**src/rtl/page_access_arbiter_pkg.sv**
```systemverilog
// Shared definitions for the page access arbiter: selector register map,
// arbiter state encoding and small arithmetic helpers.
package page_pkg;

    // Register map decoded by the page selector slave
    localparam logic [7:0] SR       = 8'h00;
    localparam logic [7:0] CR       = 8'h04;
    localparam logic [7:0] CR_S     = 8'h08;
    localparam logic [7:0] CR_C     = 8'h0C;
    localparam logic [7:0] PAGE_NUM = 8'h10;

    typedef enum logic [1:0] {
        IDLE,
        CFG_WR,
        GRANT
    } arb_state_t;

    // Increment with wrap-around at n (n need not be a power of two)
    function automatic int unsigned wrap_inc(input int unsigned v, input int unsigned n);
        return (v + 1 >= n) ? 0 : v + 1;
    endfunction

    // Burstcount width: max(1, clog2(max_burst + 1))
    function automatic int unsigned bcw_of(input int unsigned max_burst);
        int unsigned w;
        w = $clog2(max_burst + 1);
        return (w < 1) ? 1 : w;
    endfunction

    // Index width for n requesters, never narrower than one bit
    function automatic int unsigned idx_width(input int unsigned n);
        return (n > 1) ? $clog2(n) : 1;
    endfunction

endpackage

```
**src/rtl/page_access_arbiter_if.sv**
```systemverilog
// Avalon-MM configuration bus carrying the page selector register writes.
interface avmm_if #(
    parameter int unsigned AW  = 16,
    parameter int unsigned DW  = 64,
    parameter int unsigned BCW = 1
);
    logic [AW-1:0]  address;
    logic           read;
    logic           write;
    logic [DW-1:0]  writedata;
    logic [BCW-1:0] burstcount;
    logic           waitrequest;
    logic           readdatavalid;
    logic [DW-1:0]  readdata;

    modport master (
        output address,
        output read,
        output write,
        output writedata,
        output burstcount,
        input  waitrequest,
        input  readdatavalid,
        input  readdata
    );

    modport slave (
        input  address,
        input  read,
        input  write,
        input  writedata,
        input  burstcount,
        output waitrequest,
        output readdatavalid,
        output readdata
    );

endinterface

```
**src/rtl/page_access_arbiter_rr.sv**
```systemverilog
// Combinational round-robin picker: lowest requesting index at or after
// rr_ptr (wrapping) wins.
module rr_arbiter #(
    parameter int unsigned N_REQ = 4,
    parameter int unsigned IW    = 2
) (
    input  logic [N_REQ-1:0] req,
    input  logic [IW-1:0]    rr_ptr,
    output logic [N_REQ-1:0] win_onehot,
    output logic [IW-1:0]    win_idx,
    output logic             win_any
);

    int unsigned cand;

    always_comb begin
        win_any    = 1'b0;
        win_idx    = '0;
        win_onehot = '0;
        cand       = 0;
        for (int unsigned k = 0; k < N_REQ; k++) begin
            cand = (32'(rr_ptr) + k) % N_REQ;
            if (!win_any && req[cand]) begin
                win_any = 1'b1;
                win_idx = IW'(cand);
            end
        end
        if (win_any) begin
            win_onehot[win_idx] = 1'b1;
        end
    end

endmodule

```
**src/rtl/page_access_arbiter.sv**
```systemverilog
// Round-robin arbiter for the paged memory window; reprograms the selector's
// PAGE_NUM register over Avalon-MM before granting a different page.
module page_access_arbiter
    import page_pkg::*;
#(
    parameter int unsigned N_REQ      = 4,
    parameter int unsigned PAGE_COUNT = 4,
    parameter int unsigned AW         = 16,
    parameter int unsigned DW         = 64,
    parameter int unsigned MAX_BURST  = 1
) (
    input  logic                                 clock,
    input  logic                                 reset,
    input  logic [N_REQ-1:0]                     req,
    input  logic [N_REQ*$clog2(PAGE_COUNT)-1:0]  req_page,
    input  logic [N_REQ-1:0]                     release_pulse,
    output logic [N_REQ-1:0]                     gnt,
    avmm_if.master                               cfg,
    output logic [$clog2(PAGE_COUNT)-1:0]        cur_page,
    output logic                                 busy,
    output logic                                 err_oor
);

    localparam int unsigned PCW = $clog2(PAGE_COUNT);
    localparam int unsigned IW  = idx_width(N_REQ);
    localparam int unsigned BCW = bcw_of(MAX_BURST);

    arb_state_t     state, state_nxt;
    logic [IW-1:0]  sel_idx, sel_idx_nxt;
    logic [PCW-1:0] sel_page, sel_page_nxt;
    logic [PCW-1:0] cur_page_nxt;
    logic           cur_valid, cur_valid_nxt;
    logic [IW-1:0]  rr_ptr, rr_ptr_nxt;
    logic [N_REQ-1:0] gnt_nxt;
    logic           err_oor_nxt;

    logic           write_q, write_nxt;
    logic [AW-1:0]  address_q, address_nxt;
    logic [DW-1:0]  writedata_q, writedata_nxt;

    logic [N_REQ-1:0] win_onehot;
    logic [IW-1:0]    win_idx;
    logic             win_any;
    logic [PCW-1:0]   cand_page;
    logic             unused_ok;

    rr_arbiter #(
        .N_REQ (N_REQ),
        .IW    (IW)
    ) u_rr (
        .req        (req),
        .rr_ptr     (rr_ptr),
        .win_onehot (win_onehot),
        .win_idx    (win_idx),
        .win_any    (win_any)
    );

    assign cand_page      = req_page[win_idx*PCW +: PCW];
    assign busy           = (state != IDLE);

    assign cfg.write      = write_q;
    assign cfg.address    = address_q;
    assign cfg.writedata  = writedata_q;
    assign cfg.read       = 1'b0;
    assign cfg.burstcount = BCW'(1);

    // Read path of the config bus is never used
    assign unused_ok = ^{cfg.readdatavalid, cfg.readdata};

    always_comb begin
        state_nxt     = state;
        sel_idx_nxt   = sel_idx;
        sel_page_nxt  = sel_page;
        cur_page_nxt  = cur_page;
        cur_valid_nxt = cur_valid;
        rr_ptr_nxt    = rr_ptr;
        gnt_nxt       = gnt;
        err_oor_nxt   = 1'b0;
        write_nxt     = write_q;
        address_nxt   = address_q;
        writedata_nxt = writedata_q;

        unique case (state)
            IDLE: begin
                if (win_any) begin
                    sel_idx_nxt  = win_idx;
                    sel_page_nxt = cand_page;
                    if (32'(cand_page) >= PAGE_COUNT) begin
                        // Skip past the offender so others are not starved
                        err_oor_nxt = 1'b1;
                        rr_ptr_nxt  = IW'(wrap_inc(32'(win_idx), N_REQ));
                    end else if (cur_valid && (cand_page == cur_page)) begin
                        state_nxt = GRANT;
                        gnt_nxt   = win_onehot;
                    end else begin
                        state_nxt     = CFG_WR;
                        write_nxt     = 1'b1;
                        address_nxt   = AW'(PAGE_NUM);
                        writedata_nxt = DW'(cand_page);
                    end
                end
            end

            CFG_WR: begin
                // An issued write always completes, even if the request drops
                if (!cfg.waitrequest) begin
                    write_nxt     = 1'b0;
                    cur_page_nxt  = sel_page;
                    cur_valid_nxt = 1'b1;
                    if (req[sel_idx]) begin
                        state_nxt = GRANT;
                        gnt_nxt   = N_REQ'(1) << sel_idx;
                    end else begin
                        state_nxt = IDLE;
                    end
                end
            end

            GRANT: begin
                if (release_pulse[sel_idx] || !req[sel_idx]) begin
                    state_nxt  = IDLE;
                    gnt_nxt    = '0;
                    rr_ptr_nxt = IW'(wrap_inc(32'(sel_idx), N_REQ));
                end
            end

            default: begin
                state_nxt = IDLE;
                gnt_nxt   = '0;
                write_nxt = 1'b0;
            end
        endcase
    end

    always_ff @(posedge clock or posedge reset) begin
        if (reset) begin
            state       <= IDLE;
            sel_idx     <= '0;
            sel_page    <= '0;
            cur_page    <= '0;
            cur_valid   <= 1'b0;
            rr_ptr      <= '0;
            gnt         <= '0;
            err_oor     <= 1'b0;
            write_q     <= 1'b0;
            address_q   <= '0;
            writedata_q <= '0;
        end else begin
            state       <= state_nxt;
            sel_idx     <= sel_idx_nxt;
            sel_page    <= sel_page_nxt;
            cur_page    <= cur_page_nxt;
            cur_valid   <= cur_valid_nxt;
            rr_ptr      <= rr_ptr_nxt;
            gnt         <= gnt_nxt;
            err_oor     <= err_oor_nxt;
            write_q     <= write_nxt;
            address_q   <= address_nxt;
            writedata_q <= writedata_nxt;
        end
    end

endmodule
```
**src/flat_wrapper.sv**
```systemverilog
// flat-port wrapper written by rule: the top's interface ports become plain ports
module page_access_arbiter_flat import page_pkg::*;
#(
    parameter int unsigned N_REQ      = 4,
    parameter int unsigned PAGE_COUNT = 4,
    parameter int unsigned AW         = 16,
    parameter int unsigned DW         = 64,
    parameter int unsigned MAX_BURST  = 1
)
  (clock, reset, req, req_page, release_pulse, gnt, cur_page, busy, err_oor, cfg_address, cfg_read, cfg_write, cfg_writedata, cfg_burstcount, cfg_waitrequest, cfg_readdatavalid, cfg_readdata);
  avmm_if #(.AW(AW), .DW(DW)) cfg_i ();
  input  logic clock;
  input  logic reset;
  input  logic [N_REQ-1:0] req;
  input  logic [N_REQ*$clog2(PAGE_COUNT)-1:0] req_page;
  input  logic [N_REQ-1:0] release_pulse;
  output logic [N_REQ-1:0] gnt;
  output logic [$clog2(PAGE_COUNT)-1:0] cur_page;
  output logic busy;
  output logic err_oor;
  output wire logic [$bits(cfg_i.address)-1:0] cfg_address;
  output wire logic [$bits(cfg_i.read)-1:0] cfg_read;
  output wire logic [$bits(cfg_i.write)-1:0] cfg_write;
  output wire logic [$bits(cfg_i.writedata)-1:0] cfg_writedata;
  output wire logic [$bits(cfg_i.burstcount)-1:0] cfg_burstcount;
  input wire logic [$bits(cfg_i.waitrequest)-1:0] cfg_waitrequest;
  input wire logic [$bits(cfg_i.readdatavalid)-1:0] cfg_readdatavalid;
  input wire logic [$bits(cfg_i.readdata)-1:0] cfg_readdata;
  assign cfg_address = cfg_i.address;
  assign cfg_read = cfg_i.read;
  assign cfg_write = cfg_i.write;
  assign cfg_writedata = cfg_i.writedata;
  assign cfg_burstcount = cfg_i.burstcount;
  assign cfg_i.waitrequest = cfg_waitrequest;
  assign cfg_i.readdatavalid = cfg_readdatavalid;
  assign cfg_i.readdata = cfg_readdata;
  page_access_arbiter #(.N_REQ(N_REQ), .PAGE_COUNT(PAGE_COUNT), .AW(AW), .DW(DW), .MAX_BURST(MAX_BURST)) u_core (.clock(clock), .reset(reset), .req(req), .req_page(req_page), .release_pulse(release_pulse), .gnt(gnt), .cfg(cfg_i), .cur_page(cur_page), .busy(busy), .err_oor(err_oor));
endmodule
```
**config.mk**
```make
export PLATFORM = sky130hd
export DESIGN_NAME = page_access_arbiter_flat
export DESIGN_NICKNAME = d
export VERILOG_FILES = /design/src/rtl/page_access_arbiter_pkg.sv /design/src/rtl/page_access_arbiter_if.sv /design/src/rtl/page_access_arbiter_rr.sv /design/src/rtl/page_access_arbiter.sv /design/src/flat_wrapper.sv
export SDC_FILE = /design/constraint.sdc
export NUM_CORES = 1
export LEC_CHECK = 0
export ABC_CLOCK_PERIOD_IN_PS = 2100
export CORE_ASPECT_RATIO = 0.6
export CORE_MARGIN = 10
export CORE_UTILIZATION = 28
export DETAILED_ROUTE_END_ITERATION = 8
export PLACE_DENSITY = 0.82
export SLEW_MARGIN = 5
export SYNTH_ARGS = -nofsm -noshare
export SYNTH_HDL_FRONTEND = slang
export SYNTH_SLANG_ARGS = --single-unit
```
**constraint.sdc**
```tcl
create_clock -name clock -period 2.1 [get_ports clock]
set_input_delay 0.525 -clock clock [delete_from_list [all_inputs] [get_ports clock]]
set_output_delay 0.525 -clock clock [all_outputs]
set_load 0.01 [all_outputs]
```
==> reports/metrics.cfg, run 1 <==
[layout]
layout_common_cells = 80 x sky130_fd_sc_hd__conb_1, 25 x sky130_fd_sc_hd__clkdlybuf4s50_1, 23 x sky130_fd_sc_hd__buf_4
multiInputGateArea_sq_mm = 0.00110
n_antenna_cell = 0
total_area_of_sequential_cells_sq_um = 478
fin_util_pct = 35.4
layout-drive-gt1-share_pct = 23.6
final-instance-count-excl-fill = 343
final_common_cell = sky130_fd_sc_hd__conb_1
finalNetCount = 348
total_of_fill_cells_in_the_finished_design = 663
syn2layout_area_growth_pct = 20.7

[grt]
grt_use_total_pct = 8.13
grt_pass1_wl_mm = 6.86
grt_overflow = 0
initial_antenna_violation_count = 0
first_global_vias = 1329
grt_max_degree = 20

[sta]
setup_slack_ps = -161
setup_violations = 7
final_hold_viol_count = 0
grt_setup_unrepaired = yes
timing.final.max_slew_violations = 0
finalSetupTns_ps = -893
layout_worst_path_cycle_share_pct = 108
timing.hold.ws_ps = 470
final.setup_skew_ps = 4.07
layout_min_cycle_time_ps = 2260
fmax_ghz = 0.442

[synthesis]
syn_area_sq_mm = 0.00182
synth_enable_flop_cells = 0
synth_top_cell_by_area = sky130_fd_sc_hd__buf_4
post_synth_inst_count = 207
synth_seq_area_share_pct = 26.1
flip_flop_and_latch_count_after_synthesis = 19
synth_top_area_share_pct = 32.9
synth.distinct_cells = 44
yosys-top-cells-area = sky130_fd_sc_hd__buf_4 33%, sky130_fd_sc_hd__dfrtp_1 26%, sky130_fd_sc_hd__nand2_1 3.5%
synth_ff_type = sky130_fd_sc_hd__dfrtp_1
yosys_warnings = 0
avgSynthCellArea_sq_um = 8.81
ys_async_sr_fraction_pct = 100

[pwr]
cellPowerDensity_mw_per_mm2 = 1200
share_comb_of_total_power_pct = 65.1
power_frac_clock_pct = 9.7
net_switching_uw = 1110
portion_of_total_power_attributed_to_sequential_cells_pct = 25.2
static-leakage-power_uw = 0.00108
power.ir.vdd_worst_uv = 350
internal_power_uw = 1530
power.switching_fraction_pct = 42.1

[outcome]
outcome = complete, but fails checks
failed_checks = setup timing

[cts]
cts_tree = yes
cts.clk_slew.worst_paths_ps = 70
clockBufferDepth = 2
cts_root_buffer = sky130_fd_sc_hd__clkbuf_8
cts.sinks = 19
clk-insertion-delay-late_ps = 260
number_of_levels_the_h_tree_was_split_into = 1
cts_inserted_buffers = 3

[routing]
vias_per_cell = 3.80
via_count = 1302
drtPass1Iterations = 4
drt.antenna.violating_nets = 0
routed_length_per_instance_um = 13.8
detail_route.drc_violations = 0
drt-total-wl_mm = 4.73
dr.first_iter.drc_count = 57

[die]
floorplan.initialDensity_pct = 29.3
die_y_um = 82.5
fp.dieArea_sq_mm = 0.0102
fp.dieW_um = 124
core.rowCount = 22
design.portCount = 175
core_region_area_sq_mm = 0.00622

[setup_path]
timing.critical_path.fanout_max = 5
r2r_cells = 8
critical_path_arrival_ps = 2400
data_required_time_of_the_critical_path_ps = 2240
timing_worst_setup_path_type = reg2reg
critical_path.startpoint_type = flip-flop
end_kind = flip-flop

[placed_design]
placed_cells = 333
post-dp-hpwl_mm = 3.98
place.gp.congestion = 0.928
placement.io_buffers = 29

[run]
cap_viol_max_count = 0

[hold_path]
hold_path.class = reg2reg
min_path_cells = 1

[synth_stat cells (2+ instances only)]
master / instances
sky130_fd_sc_hd__o21ai_0: 8
sky130_fd_sc_hd__nand2_1: 17
sky130_fd_sc_hd__mux4_2: 2
sky130_fd_sc_hd__nand2b_1: 5
sky130_fd_sc_hd__a21oi_1: 2
sky130_fd_sc_hd__and2_4: 2
sky130_fd_sc_hd__mux2_2: 3
sky130_fd_sc_hd__o31ai_1: 2
sky130_fd_sc_hd__conb_1: 2
sky130_fd_sc_hd__dfrtp_1: 19
sky130_fd_sc_hd__a32o_1: 4
sky130_fd_sc_hd__buf_4: 80
sky130_fd_sc_hd__inv_1: 7
sky130_fd_sc_hd__nor2_1: 12
sky130_fd_sc_hd__ha_1: 4
sky130_fd_sc_hd__nor2b_1: 2
sky130_fd_sc_hd__nand3_1: 3
sky130_fd_sc_hd__mux2i_1: 6
sky130_fd_sc_hd__mux2_1: 2
[final timing paths]
kind | to | from | slack [ps]
min in group asynchronous | u_core.gnt[3]$_DFFE_PP0P_ | reset | 600
max | u_core.cfg.writedata[0]$_DFFE_PP0P_ | u_core.rr_ptr[1]$_DFFE_PP0P_ | -160
min | u_core.cfg.address[4]$_DFFE_PP0P_ | u_core.cfg.address[4]$_DFFE_PP0P_ | 470
max reg2reg | u_core.cfg.writedata[0]$_DFFE_PP0P_ | u_core.rr_ptr[1]$_DFFE_PP0P_ | -160
max in group asynchronous | u_core.rr_ptr[1]$_DFFE_PP0P_ | reset | 1280
min reg2reg | u_core.cfg.address[4]$_DFFE_PP0P_ | u_core.cfg.address[4]$_DFFE_PP0P_ | 470
[sequential cells by signal, indices dropped and copies added, names as in the netlist]
| signal | cells |
|---|---|
| u_core.cur_page | 2 |
| u_core.rr_ptr | 2 |
| u_core.sel_page | 2 |
| u_core.gnt | 4 |
| u_core.cfg.address | 1 |
| u_core.cfg.write | 1 |
| u_core.sel_idx | 2 |
| u_core.cur_valid | 1 |
| u_core.cfg.writedata | 2 |
| u_core.state | 2 |
[power by group through the flow]
| stage | clock, uW | sequential, uW | combinational [uW] |
|---|---|---|---|
| 2_1_floorplan | 0 | 668 | 1020 |
| 3_3_place_gp | 0 | 665 | 1430 |
| 3_5_place_dp | 0 | 668 | 1480 |
| 4_1_cts | 267 | 658 | 1560 |
| 5_1_grt | 285 | 698 | 1870 |
| 6_report | 256 | 665 | 1720 |
[cell type report]
class | count | share of cell area [%]
multi-input combinational | 177 | 50.0
inverter | 7 | 1.19
tap | 84 | 4.77
clock buffer | 4 | 2.05
sequential | 19 | 21.7
timing repair buffer | 52 | 20.3
[critical path, stage by stage, from the launching register on]
cell and delay [ps]:
sky130_fd_sc_hd__dfrtp_2 410, sky130_fd_sc_hd__and2_4 150, sky130_fd_sc_hd__o211a_4 250, sky130_fd_sc_hd__nor2_8 130
sky130_fd_sc_hd__mux2i_4 270, sky130_fd_sc_hd__mux2i_2 320, sky130_fd_sc_hd__o2bb2ai_4 200, sky130_fd_sc_hd__nand2_4 100
sky130_fd_sc_hd__mux2_4 310
[metrics by stage]
stage	worst slack, ps	instance area [sq um]	total power (uW)
after floorplan	-123	2140	1690
after global placement	-697	2050	2090
after detailed placement	-806	2050	2150
after CTS	-204	2120	2480
after global routing	-242	2200	2850
final	-161	2200	2640
[logic make-up after synthesis]
logic type	Yosys count	share of synthesized area [%]
multiplexers	13	8.85
flip-flops	19	26.1
other	2	0.412
adder cells (fa/ha/maj)	4	2.74
AND/OR/NAND/NOR	52	15.1
buffers and inverters	89	35.2
AO/OA/AOI/OAI	28	11.7
[metal layers]
| layer | up-vias | track usage (%) | wire (um) |
|---|---|---|---|
| li1 | 637 | - | - |
| met1 | 624 | 8.49 | 1720 |
| met2 | 37 | 15.4 | 2610 |
| met3 | 4 | 3.56 | 357 |
| met4 | 0 | 1.39 | 42 |
| met5 | - | 0 | 0 |
[timing repair]
action	CTS	global route
setup buffers	4	2
pin swaps	10	4
setup endpoints to repair	13	11
hold buffers	0	0
gates resized for setup	18	13
No activity file was read; power rests on OpenSTA's default activity.
==> inputs of run 2 (changes only) <==
--- a/config.mk
+++ b/config.mk
@@ -6,6 +6,7 @@
 export NUM_CORES = 1
 export LEC_CHECK = 0
 export ABC_CLOCK_PERIOD_IN_PS = 2100
+export CAP_MARGIN = 20
 export CORE_ASPECT_RATIO = 0.6
 export CORE_MARGIN = 10
 export CORE_UTILIZATION = 28
==> results of run 2 <==
The final DEF is identical to that of run 1; final timing and power are the same.
==> inputs of run 3 (changes only) <==
--- a/config.mk
+++ b/config.mk
@@ -10,9 +10,11 @@
 export CORE_ASPECT_RATIO = 0.6
 export CORE_MARGIN = 10
 export CORE_UTILIZATION = 28
+export CTS_CLUSTER_SIZE = 14
 export DETAILED_ROUTE_END_ITERATION = 8
 export PLACE_DENSITY = 0.82
 export SLEW_MARGIN = 5
 export SYNTH_ARGS = -nofsm -noshare
 export SYNTH_HDL_FRONTEND = slang
 export SYNTH_SLANG_ARGS = --single-unit
+export TNS_END_PERCENT = 50
==> run 3 against run 2 <==
  * The flow still finishes with violations (setup timing)
  * Die area unchanged
  * Non-clock buffer count fell by 3
  * Count of clock-buffer cells in the layout unchanged
  * Cell area decreased by 3.7%
  * Clock power hardly changed
  * Critical path type unchanged
  * Power is 6.3% lower
  * Critical endpoint unchanged
  * Maximum frequency rose by 0.76%
  * Highest routed layer unchanged
==> reports/metrics.cfg, run 3 (synthesized netlist as in run 1, its figures left out) <==
[run]
cap_viol_max_count = 0  ; unchanged

[sta]
layout_worst_path_cycle_share_pct = 107  ; -0.81 points
grt_setup_unrepaired = yes
timing.final.max_slew_violations = 0  ; unchanged
fmax_ghz = 0.446  ; +0.76%
setup_violations = 8  ; +1
final.setup_skew_ps = 10.3  ; +6.20 ps
setup_slack_ps = -144  ; +17.0 ps
final_hold_viol_count = 0  ; unchanged
layout_min_cycle_time_ps = 2240  ; -17.0 ps

[cts]
cts_tree = yes
cts_inserted_buffers = 3  ; unchanged
number_of_levels_the_h_tree_was_split_into = 1  ; unchanged
clk-insertion-delay-late_ps = 260  ; about the same
cts.sinks = 19  ; unchanged
clockBufferDepth = 2  ; unchanged
cts_root_buffer = sky130_fd_sc_hd__clkbuf_8
cts.clk_slew.worst_paths_ps = 80  ; about the same

[pwr]
power.ir.vdd_worst_uv = 347  ; -0.88%
cellPowerDensity_mw_per_mm2 = 1170  ; -2.8%
overall_power_uw = 2470  ; -6.3%
static-leakage-power_uw = 0.00105  ; -2.2%

[die]
floorplan.initialDensity_pct = 29.3  ; unchanged
core.rowCount = 22  ; unchanged
core_region_area_sq_mm = 0.00622  ; unchanged
fp.dieW_um = 124  ; unchanged
die_y_um = 82.5  ; unchanged
fp.dieArea_sq_mm = 0.0102  ; unchanged
design.portCount = 175  ; unchanged

[setup_path]
reg2reg_from = u_core.rr_ptr[1]$_DFFE_PP0P_
timing.critical_path.fanout_max = 4  ; -1
timing.reg2reg.setup_slack_ps = -140  ; +20 ps
crit_path_max_incr_delay_ps = 410  ; about the same
critical_path.startpoint_type = flip-flop
critical_path.startpoint = u_core.rr_ptr[1]$_DFFE_PP0P_
timing.critical_path.slowest_stage_cell = sky130_fd_sc_hd__dfrtp_1
cp_cell_sequence = and2_4, o211a_4, nor2_8, mux2i_4, mux2i_1, o2bb2ai_2, nand2_2, mux2_4
timing_worst_setup_path_type = reg2reg
worst-path-buf-inv = 0  ; unchanged
critical_path_arrival_ps = 2380  ; -20 ps
critPathTopFamily = multiplexers
data_required_time_of_the_critical_path_ps = 2240  ; about the same
end_kind = flip-flop

[routing]
wl_met2_mm = 2.43  ; -7.1%
vias_per_cell = 3.77  ; -0.59%
via_count = 1283  ; -1.5%
uppermost_signal_routing_layer_after_detailed_routing = met4
detailroute.wirelength.met3_um = 372  ; +4.2%
routed_length_per_instance_um = 13.3  ; -3.4%
wirelength_met1_mm = 1.71  ; -0.58%
drt.antenna.violating_nets = 0  ; unchanged
dr.first_iter.drc_count = 75  ; +32%
detail_route.drc_violations = 0  ; unchanged
drtPass1Iterations = 4  ; unchanged
drt-total-wl_mm = 4.53  ; -4.3%

[layout]
layout_common_cells = 80 x sky130_fd_sc_hd__conb_1, 25 x sky130_fd_sc_hd__clkdlybuf4s50_1, 20 x sky130_fd_sc_hd__buf_4
final_common_cell = sky130_fd_sc_hd__conb_1
layout-drive-gt1-share_pct = 18.8  ; -4.8 points
finalNetCount = 345  ; -0.86%
syn2layout_area_growth_pct = 16.3
n_antenna_cell = 0  ; unchanged
top_register = u_core.gnt
largest_register_ff_count = 4  ; unchanged

[placed_design]
post-dp-hpwl_mm = 3.94  ; -1.0%
place.gp.congestion = 0.885  ; -4.6%
placement.io_buffers = 29  ; unchanged
placement.setup.worst_slack_ps = -752  ; +53.9 ps

[hold_path]
hold_path.startpoint = u_core.sel_page[0]$_DFFE_PP0P_
hold_path.class = reg2reg

[grt]
grt_pass1_wl_mm = 6.96  ; +1.4%
grt_max_degree = 20  ; unchanged
first_global_vias = 1309  ; -1.5%
initial_antenna_violation_count = 0  ; unchanged
grt_use_total_pct = 8.10  ; -0.029 points
grt_overflow = 0  ; unchanged

[outcome]
failed_checks = setup timing
outcome = complete, but fails checks

[run 3: cell types whose count changed in the layout (fill, tap and decap cells not counted), moves of 2 or more]
| cell | before | now |
|---|---|---|
| sky130_fd_sc_hd__mux2i_1 | 2 | 4 |
| sky130_fd_sc_hd__mux2i_2 | 2 | 0 |
| sky130_fd_sc_hd__nor2_2 | 2 | 0 |
| sky130_fd_sc_hd__dfrtp_1 | 17 | 19 |
| sky130_fd_sc_hd__buf_4 | 23 | 20 |
| sky130_fd_sc_hd__dfrtp_2 | 2 | 0 |
| sky130_fd_sc_hd__nor2_1 | 9 | 12 |
[run 3: worst min-delay path, stage by stage, from the launching register on]
cell and delay [ps]:
sky130_fd_sc_hd__dfrtp_1 340, sky130_fd_sc_hd__nand2_1 50, sky130_fd_sc_hd__nand2_1 60
[run 3: layer usage]
| metal | up-vias | track usage, % |
|---|---|---|
| li1 | 626 | - |
| met1 | 608 | 9.18 |
| met2 | 47 | 14.7 |
| met3 | 2 | 3.12 |
| met4 | 0 | 1.16 |
| met5 | - | 0 |
[run 3: where the power goes]
part           switching, uW  internal (uW)  leakage, uW
registers                131            521     0.000228
logic                    779            785     0.000802
clock network            121            135    0.0000228
[run 3: repair_timing]
action                                  CTS  global route
setup buffers                             2             1
pin swaps                                 5             3
hold buffers                              0             0
gates resized for setup                  15             2
hold endpoints to repair                  0             0
endpoints found under the setup margin   13            10
[run 3: through the flow]
| stage | instance area [sq um] | utilization (%) | std cells | setup TNS [ps] | hold slack (ps) |
|---|---|---|---|---|---|
| 6_report | 2120 | 34.1 | 340 | -789 | 479 |
| 5_1_grt | 2120 | 34.1 | 340 | -1680 | 499 |
| 4_1_cts | 2100 | 33.7 | 339 | -611 | 480 |
| 3_5_place_dp | 2050 | 32.9 | 333 | -7820 | 458 |
| 3_3_place_gp | 2050 | 32.9 | 333 | -7150 | 458 |
| 2_1_floorplan | 2140 | - | 285 | -507 | 440 |
[run 3: final timing paths]
check	end	cells past startpoint
setup / recovery	u_core.cfg.writedata[0]$_DFFE_PP0P_	8
hold / removal	u_core.sel_page[0]$_DFFE_PP0P_	2
setup reg to reg	u_core.cfg.writedata[0]$_DFFE_PP0P_	8
hold reg to reg	u_core.sel_page[0]$_DFFE_PP0P_	2
max in group asynchronous	u_core.cur_page[1]$_DFFE_PP0P_	3
min in group asynchronous	u_core.gnt[3]$_DFFE_PP0P_	3
[run 3: layout make-up]
| type | instances | area [sq um] |
|---|---|---|
| Fill cell | 661 | 4100 |
| Multi-Input combinational cell | 177 | 1040 |
| Sequential cell | 19 | 475 |
| Timing Repair Buffer | 49 | 424 |
| Tap cell | 84 | 105 |
| Clock buffer | 4 | 45.0 |
| Inverter | 7 | 26.3 |
